$ cat src/rtl/dmem_dump_streamer_if.sv
// Bundles the memory read port 1 and the byte output stream of the dump streamer.
// Byte stream: a byte moves on any rising edge where out_valid && out_ready; once
// out_valid rises, out_valid and out_data hold until that edge, and out_ready is ignored while out_valid=0.
interface dmem_dump_streamer_if;
    logic [31:0] rd_addr;
    logic [31:0] rd_data;
    logic [7:0]  out_data;
    logic        out_valid;
    logic        out_ready;

    modport master (
        output rd_addr,
        input  rd_data,
        output out_data,
        output out_valid,
        input  out_ready
    );

    modport slave (
        input  rd_addr,
        output rd_data,
        input  out_data,
        input  out_valid,
        output out_ready
    );
endinterface

$ cat src/rtl/dmem_dump_streamer.sv
// Walks NUM_WORDS words starting at BASE_ADDR on the memory's read-only port and
// streams each word as four bytes, least-significant byte first.
module dmem_dump_streamer #(
    parameter logic [31:0] BASE_ADDR = 32'h0000_0000,
    parameter int unsigned NUM_WORDS = 1024
) (
    input  logic       clk,
    input  logic       rst_n,
    input  logic       start,
    output logic       busy,
    output logic       done,
    output logic [1:0] dbg_state,
    dmem_dump_streamer_if.master bus
);

    typedef enum logic [1:0] {
        IDLE  = 2'd0,
        FETCH = 2'd1,
        SEND  = 2'd2,
        DONE  = 2'd3
    } state_t;

    localparam logic [9:0] LAST_IDX = 10'(NUM_WORDS - 1);

    state_t      state_q, state_d;
    logic [9:0]  idx_q, idx_d;
    logic [1:0]  k_q, k_d;
    logic [31:0] word_q, word_d;

    always_ff @(posedge clk) begin
        if (!rst_n) begin
            state_q <= IDLE;
            idx_q   <= '0;
            k_q     <= '0;
            word_q  <= '0;
        end else begin
            state_q <= state_d;
            idx_q   <= idx_d;
            k_q     <= k_d;
            word_q  <= word_d;
        end
    end

    always_comb begin
        state_d       = state_q;
        idx_d         = idx_q;
        k_d           = k_q;
        word_d        = word_q;
        bus.out_valid = 1'b0;
        busy          = 1'b1;
        done          = 1'b0;
        case (state_q)
            IDLE: begin
                busy = 1'b0;
                if (start) begin
                    idx_d   = '0;
                    state_d = FETCH;
                end
            end
            FETCH: begin
                // The read port is combinational: the word for idx_q is on rd_data now.
                word_d  = bus.rd_data;
                k_d     = 2'd0;
                state_d = SEND;
            end
            SEND: begin
                bus.out_valid = 1'b1;
                if (bus.out_ready) begin
                    if (k_q != 2'd3) begin
                        k_d = k_q + 2'd1;
                    end else if (idx_q != LAST_IDX) begin
                        idx_d   = idx_q + 10'd1;
                        state_d = FETCH;
                    end else begin
                        state_d = DONE;
                    end
                end
            end
            DONE: begin
                done    = 1'b1;
                state_d = IDLE;
            end
            default: state_d = IDLE;
        endcase
    end

    // Address comes straight from the idx register, so it never glitches between states.
    assign bus.rd_addr  = BASE_ADDR + {20'd0, idx_q, 2'b00};
    assign bus.out_data = (state_q == SEND) ? word_q[{k_q, 3'b000} +: 8] : 8'h00;
    assign dbg_state    = state_q;

endmodule

$ cat src/flat_wrapper.sv
// flat-port wrapper written by rule: the top's interface ports become plain ports
module dmem_dump_streamer_flat 
#(
    parameter logic [31:0] BASE_ADDR = 32'h0000_0000,
    parameter int unsigned NUM_WORDS = 1024
)
  (clk, rst_n, start, busy, done, dbg_state, bus_rd_addr, bus_rd_data, bus_out_data, bus_out_valid, bus_out_ready);
  dmem_dump_streamer_if bus_i ();
  input  logic clk;
  input  logic rst_n;
  input  logic start;
  output logic busy;
  output logic done;
  output logic [1:0] dbg_state;
  output wire logic [$bits(bus_i.rd_addr)-1:0] bus_rd_addr;
  input wire logic [$bits(bus_i.rd_data)-1:0] bus_rd_data;
  output wire logic [$bits(bus_i.out_data)-1:0] bus_out_data;
  output wire logic [$bits(bus_i.out_valid)-1:0] bus_out_valid;
  input wire logic [$bits(bus_i.out_ready)-1:0] bus_out_ready;
  assign bus_rd_addr = bus_i.rd_addr;
  assign bus_i.rd_data = bus_rd_data;
  assign bus_out_data = bus_i.out_data;
  assign bus_out_valid = bus_i.out_valid;
  assign bus_i.out_ready = bus_out_ready;
  dmem_dump_streamer #(.BASE_ADDR(BASE_ADDR), .NUM_WORDS(NUM_WORDS)) u_core (.clk(clk), .rst_n(rst_n), .start(start), .busy(busy), .done(done), .dbg_state(dbg_state), .bus(bus_i));
endmodule
$ cat config.mk
export PLATFORM = sky130hd
export DESIGN_NAME = dmem_dump_streamer_flat
export DESIGN_NICKNAME = d
export VERILOG_FILES = /design/src/rtl/dmem_dump_streamer_if.sv /design/src/rtl/dmem_dump_streamer.sv /design/src/flat_wrapper.sv
export SDC_FILE = /design/constraint.sdc
export NUM_CORES = 1
export LEC_CHECK = 0
export ABC_AREA = 1
export CAP_MARGIN = 15
export CORE_MARGIN = 8
export CORE_UTILIZATION = 35
export CTS_BUF_LIST = sky130_fd_sc_hd__clkbuf_8
export CTS_CLUSTER_SIZE = 16
export DETAILED_ROUTE_END_ITERATION = 8
export PLACE_DENSITY_LB_ADDON = 0.05
export SETUP_SLACK_MARGIN = 0.02
export SLEW_MARGIN = 10
export SYNTH_ARGS = -nofsm -noshare
export SYNTH_HDL_FRONTEND = slang
export SYNTH_SLANG_ARGS = --single-unit
$ cat constraint.sdc
create_clock -name clk -period 1.47 [get_ports clk]
set_input_delay 0.147 -clock clk [delete_from_list [all_inputs] [get_ports clk]]
set_output_delay 0.147 -clock clk [all_outputs]
set_load 0.02 [all_outputs]
After elaboration in Yosys (flattened, before gate mapping)
Cells that the tools add are included.
{"block": "op_classes", "addsub": 2, "eq_ne": 10, "shifts": 1, "n_mux": 17, "reduce_logical": 6}
{"operator": "$mux W10", "count": 4}
{"operator": "$shiftx A32 B6 Y8", "count": 1}
{"operator": "$pmux W10 S2", "count": 1}
{"operator": "$mux W2", "count": 6}
{"operator": "$add A10 B1 Y10 const B", "count": 1}
{"operator": "$ne A10 B10 Y1 const B", "count": 1}
{"operator": "$mux W8", "count": 1}
{"operator": "$ne A2 B2 Y1 const B", "count": 4}
{"operator": "$pmux W2 S4", "count": 1}
{"operator": "$reduce_and A3 Y1", "count": 2}
{"operator": "$reduce_and A5 Y1", "count": 1}
{"operator": "$eq A2 B2 Y1 const B", "count": 2}
{"operator": "$ne A2 B1 Y1 const B", "count": 2}
{"operator": "$pmux W2 S2", "count": 1}
{"operator": "$reduce_bool A2 Y1", "count": 2}
{"operator": "$mux W1", "count": 3}
{"operator": "$add A2 B1 Y2 const B", "count": 1}
{"operator": "$eq A2 B1 Y1 const B", "count": 1}
{"operator": "$logic_not A2 Y1", "count": 1}
{"block": "word_totals", "regBits": 46, "input_bits": 36, "output_inout_bits": 45, "word_cells": 40}

Logic depth before layout (Yosys ltp)
{"block": "logic_depth", "word_depth": 5, "mapped_depth": 9, "mapped_depth_nobuf": 9}

Worst setup path after synthesis
Ideal clock, no wire load.
{"block": "synth_timing", "path_kind": "register to register", "from": "reg u_core.idx_q[0]", "to": "reg u_core.idx_q[5]", "setup_ps": 128, "t_arrival_ps": 1436, "t_required_ps": 1342, "setup_slack_ps": -93, "stages_incl_launch_ff": 9, "n_path_buf": 0, "synth_period_minus_slack_ps": 1563, "path_cell_list": "dfxtp_1 ha_1 nand3_1 inv_1 nand3_1 nand2_4 nor2_1 nor2_1 nor2_1"}
{"block": "synth_between", "elab_chain_cells": 5, "word_cells_on_any_way": 8, "cone_classes": "add/sub (1); eq/ne (2); mux (4); reduce/logical (1)"}
{"element": "start: declaration", "line": "dmem_dump_streamer.sv:26", "source": "logic [9:0] idx_q, idx_d;"}
{"element": "start signal: assignment", "line": "dmem_dump_streamer.sv:38", "source": "idx_q <= idx_d;"}
{"element": "$add A10 B1 Y10", "line": "dmem_dump_streamer.sv:72", "source": "idx_d = idx_q + 10'd1;"}
{"element": "$mux W10", "line": "dmem_dump_streamer.sv:71", "source": "end else if (idx_q != LAST_IDX) begin"}
{"element": "$mux W10", "line": "dmem_dump_streamer.sv:69", "source": "if (k_q != 2'd3) begin"}
{"element": "$mux W10", "line": "dmem_dump_streamer.sv:68", "source": "if (bus.out_ready) begin"}
{"element": "$pmux W10 S2", "line": "dmem_dump_streamer.sv:52", "source": "case (state_q)"}
Parallel ways exist; a longest one is shown, timed or not. The select of a mux whose other input is x is not followed.
A chain may end at the register's enable or synchronous reset.

Final worst setup path
{"block": "layout_timing", "from": "reg u_core.k_q[0]", "to": "out bus_out_data[0]"}
{"block": "layout_between", "elab_chain_cells": 2}
{"element": "start: declaration", "line": "dmem_dump_streamer.sv:27", "source": "logic [1:0] k_q, k_d;"}
{"element": "start signal: assignment", "line": "dmem_dump_streamer.sv:39", "source": "k_q <= k_d;"}
{"element": "$shiftx A32 B6 Y8", "line": "dmem_dump_streamer.sv:89", "source": "assign bus.out_data = (state_q == SEND) ? word_q[{k_q, 3'b000} +: 8] : 8'h00;"}
{"element": "$mux W8", "line": "dmem_dump_streamer.sv:89"}
{"element": "end: declaration", "line": "flat_wrapper.sv:17", "source": "output wire logic [$bits(bus_i.out_data)-1:0] bus_out_data;"}
Every way passes these cells.

==> impl_results.md <==
- VDD IR max: ~0.00048 V
- Placer Congestion: just under 0.8
- TritonCTS Buffers: 5
- Buffer depth of the longest clock path: 2
- Failing checks: negative setup slack
- CTS tree: yes
- H-tree levels: 2
- Die X: between 90 and 100 µm
- Worst Setup Slack, final: -59.0 ps
- Highest net fanout along the worst path: 5
- Via count of the first global-routing pass: around 2,400
- Top Ports: 81
- Max-capacitance violation count: 0
- Depth of the most critical reg-to-reg path: 10
- Power per unit of standard cell area: 994 nW/µm²
- Final count of hold timing violations: 0
- Vias/cell: about 4.6
- Cts hold-fix bufs: 0
- Highest clock frequency the design can meet: around 0.65 GHz
- Clock root buffer master: sky130_fd_sc_hd__clkbuf_8
- Finished Layout Cells: around 520
- Overall fraction of global-route tracks in use: approximately 15%
- Detailed-route DRC error count: 0
- Initial DRC count: ~80
- Count of clock tree sinks: between 40 and 50
- HPWL reported at the end of detailed placement: between 4000 and 5000 µm
- Count of endpoints failing setup in the final report: 10
- Quantity of I/O buffers inserted on ports: 58
- Final hold slack: ~420 ps
- P_leak: 1.46 nW
- Count of TritonRoute iterations in the first routing pass: 4
- Period utilization: 104%
- Nature of the critical path startpoint: flop
- Growth of design area from synthesis to finish: 43.3%
- Status: complete, but fails checks
- Total placed cells including tap cells: between 400 and 500
- Post-detailed-route wirelength per cell: 13.5 µm
- Largest net degree at the start of global routing: 36
- Critical path capture point type: output port
- Data arrival at the endpoint of the critical path: 1380 ps
- WL met1: about 3000 µm
- Share of final-layout standard cells stronger than drive strength 1: 22.3%
- Clock transition at the register clock pins on the worst setup and hold paths after CTS: ~80 ps
- Critical Path Sink: bus_out_data[0]
- Number of instances in the synthesized netlist: between 300 and 400
- Fill cell total of the finished layout: roughly 700
- Mean post-synth cell area: a little under 7 µm²
- Reg2Reg Setup Slack: -40 ps
- Number of diodes: 0
- Starting density of the core: 35.6%
- Worst Hold Path Cells: 3
- Number of antenna violations at the first check in global routing: 0
- Reg-to-Reg End: u_core.idx_q[7]
- Number of synthesized register bits: 46
- Worst path required time: around 1300 ps
- Commonest non-fill, non-tap cell in the layout: sky130_fd_sc_hd__nor2_1
- Routed met3 length: 392 µm
- Post-Syn Area: around 2400 µm²
- Wire length on met2: between 3000 and 4000 µm
- Sum of routed wire length over all layers: approximately 7000 µm
- DIE AREA: around 9700 µm²
- Minimum clock period: about 1500 ps
- Highest routed metal layer: met4
- Post-route total power: approximately 3.4 mW
- Total global routing overflow: 0
- Clock insertion delay at the later pin of the skew report: ~300 ps
- Crit Path Class: flop to output port
- Util after Layout: roughly half
- Placement Rows: 30
- Worst clock skew on the final layout: 5.91 ps
- Total via count after detailed routing: about 2,400
- Seq/Total Area, Yosys: between 30% and 40%
- Net count reported at finish: between 400 and 500
- Worst hold path type: primary input to flop
- Unique cell type count in the Yosys netlist: 27
- Core area: between 6000 and 7000 µm²
- Setup repair after global routing missed its margin: yes
- Post-detailed-route count of antenna-violating nets: 0
- Yosys warning total: 0
- Overall die height: about 98 µm
- Highest-count cells in the layout ignoring fill and taps: sky130_fd_sc_hd__nor2_1 (107), sky130_fd_sc_hd__dfxtp_1 (41), sky130_fd_sc_hd__clkdlybuf4s50_1 (35)
- First-pass GRT wire length: roughly 12,000 µm
- Worst R2R Start: u_core.k_q[0]
- Critical path startpoint: u_core.k_q[0]
- Final max-slew violation count: 0
[per-layer routing]
layer  track usage (%)  vias up
li1                  -     1245
met1              16.5     1076
met2              24.9       60
met3              4.20        9
met4              5.79        0
met5                 0        -
[flip-flops by register name, indices dropped and copies added, names as in the netlist]
name	flops
u_core.word_q	32
u_core.dbg_state	2
u_core.k_q	2
u_core.idx_q	10
[worst min path at each step]
stage / startpoint / endpoint / slack (ps)
6_report: bus_rd_data[3] / u_core.word_q[3] / 420
5_1_grt: bus_rd_data[3] / u_core.word_q[3] / 420
4_1_cts: bus_rd_data[27] / u_core.word_q[27] / 420
3_5_place_dp: u_core.word_q[13] / u_core.word_q[13] / 490
3_3_place_gp: u_core.idx_q[9] / u_core.idx_q[9] / 480
2_1_floorplan: bus_rd_data[6] / u_core.word_q[6] / 280
[worst max-delay path, stage by stage (launching register included)]
cell,delay (ps)
sky130_fd_sc_hd__dfxtp_4,370
sky130_fd_sc_hd__inv_2,100
sky130_fd_sc_hd__buf_6,130
sky130_fd_sc_hd__buf_4,100
sky130_fd_sc_hd__o21ai_1,60
sky130_fd_sc_hd__a21oi_1,150
sky130_fd_sc_hd__buf_4,170
[cell families (layout without fill, tap and decap cells)]
logic type      Yosys count  after routing  synth area share [%]
simple gates            178            180                  31.2
compound gates           68             68                  14.6
buf+inv                  55            115                  13.5
flops                    46             46                  38.8
fa+ha+maj                 2              2                  1.05
xor+xnor                  2              2                 0.737
other cells               1             22                 0.158
[timing repair]
action	CTS	global route
resized for setup	93	40
endpoints found under the setup margin	35	55
pin swaps	15	21
setup buffers	3	2
gates cloned	3	1
[cell type report]
| type | instances | area (µm²) | share of cell area [%] |
|---|---|---|---|
| flip-flops and latches | 46 | 930 | 27.3 |
| multi-input cells | 274 | 1370 | 40.2 |
| clock buffers | 5 | 68.8 | 2.02 |
| well taps | 80 | 100 | 2.94 |
| clock inverters | 2 | 11.3 | 0.331 |
| inverters | 17 | 73.8 | 2.17 |
| repair buffers | 91 | 851 | 25.0 |
[Yosys cell counts]
| library cell | count | area share (%) |
|---|---|---|
| sky130_fd_sc_hd__nor2_1 | 119 | 19 |
| sky130_fd_sc_hd__o21ai_0 | 50 | 11 |
| sky130_fd_sc_hd__dfxtp_1 | 46 | 39 |
| sky130_fd_sc_hd__nand2_1 | 33 | 5.2 |
| sky130_fd_sc_hd__buf_4 | 23 | 7.3 |
| sky130_fd_sc_hd__a21oi_1 | 16 | 3.4 |
| sky130_fd_sc_hd__inv_1 | 13 | 2.1 |
| sky130_fd_sc_hd__nand3_1 | 13 | 2.7 |
| sky130_fd_sc_hd__clkbuf_1 | 10 | 1.6 |
| sky130_fd_sc_hd__nor2_2 | 5 | 1.3 |
| sky130_fd_sc_hd__inv_2 | 4 | 0.63 |
| sky130_fd_sc_hd__buf_2 | 2 | 0.42 |
| sky130_fd_sc_hd__buf_6 | 2 | 0.95 |
| sky130_fd_sc_hd__ha_1 | 2 | 1.1 |
| sky130_fd_sc_hd__nor2_4 | 2 | 0.95 |
| sky130_fd_sc_hd__a211oi_1 | 1 | 0.32 |
| sky130_fd_sc_hd__a41oi_1 | 1 | 0.37 |
| sky130_fd_sc_hd__clkbuf_8 | 1 | 0.58 |
| sky130_fd_sc_hd__conb_1 | 1 | 0.16 |
| sky130_fd_sc_hd__nand2_2 | 1 | 0.26 |
| sky130_fd_sc_hd__nand2_4 | 1 | 0.47 |
| sky130_fd_sc_hd__nand3_2 | 1 | 0.42 |
| sky130_fd_sc_hd__nand3b_2 | 1 | 0.47 |
| sky130_fd_sc_hd__nand4_1 | 1 | 0.26 |
| sky130_fd_sc_hd__nor3b_1 | 1 | 0.32 |
| sky130_fd_sc_hd__xnor2_1 | 1 | 0.37 |
| sky130_fd_sc_hd__xor2_1 | 1 | 0.37 |
[stage by stage]
stage          area [µm²]  worst slack, ps  setup TNS, ps
2_1_floorplan        2460             21.0              0
3_3_place_gp         3090             -230          -2580
3_5_place_dp         3090             -235          -2930
4_1_cts              3270             -104           -309
5_1_grt              3400             -164          -1450
6_report             3400            -59.0           -281
[power breakdown]
group | internal [mW] | total [mW] | switching, mW
sequential | 1.41 | 1.50 | 0.0978
clock | 0.320 | 0.743 | 0.423
combinational | 0.469 | 1.14 | 0.669
(Power assumes the default switching activity.)
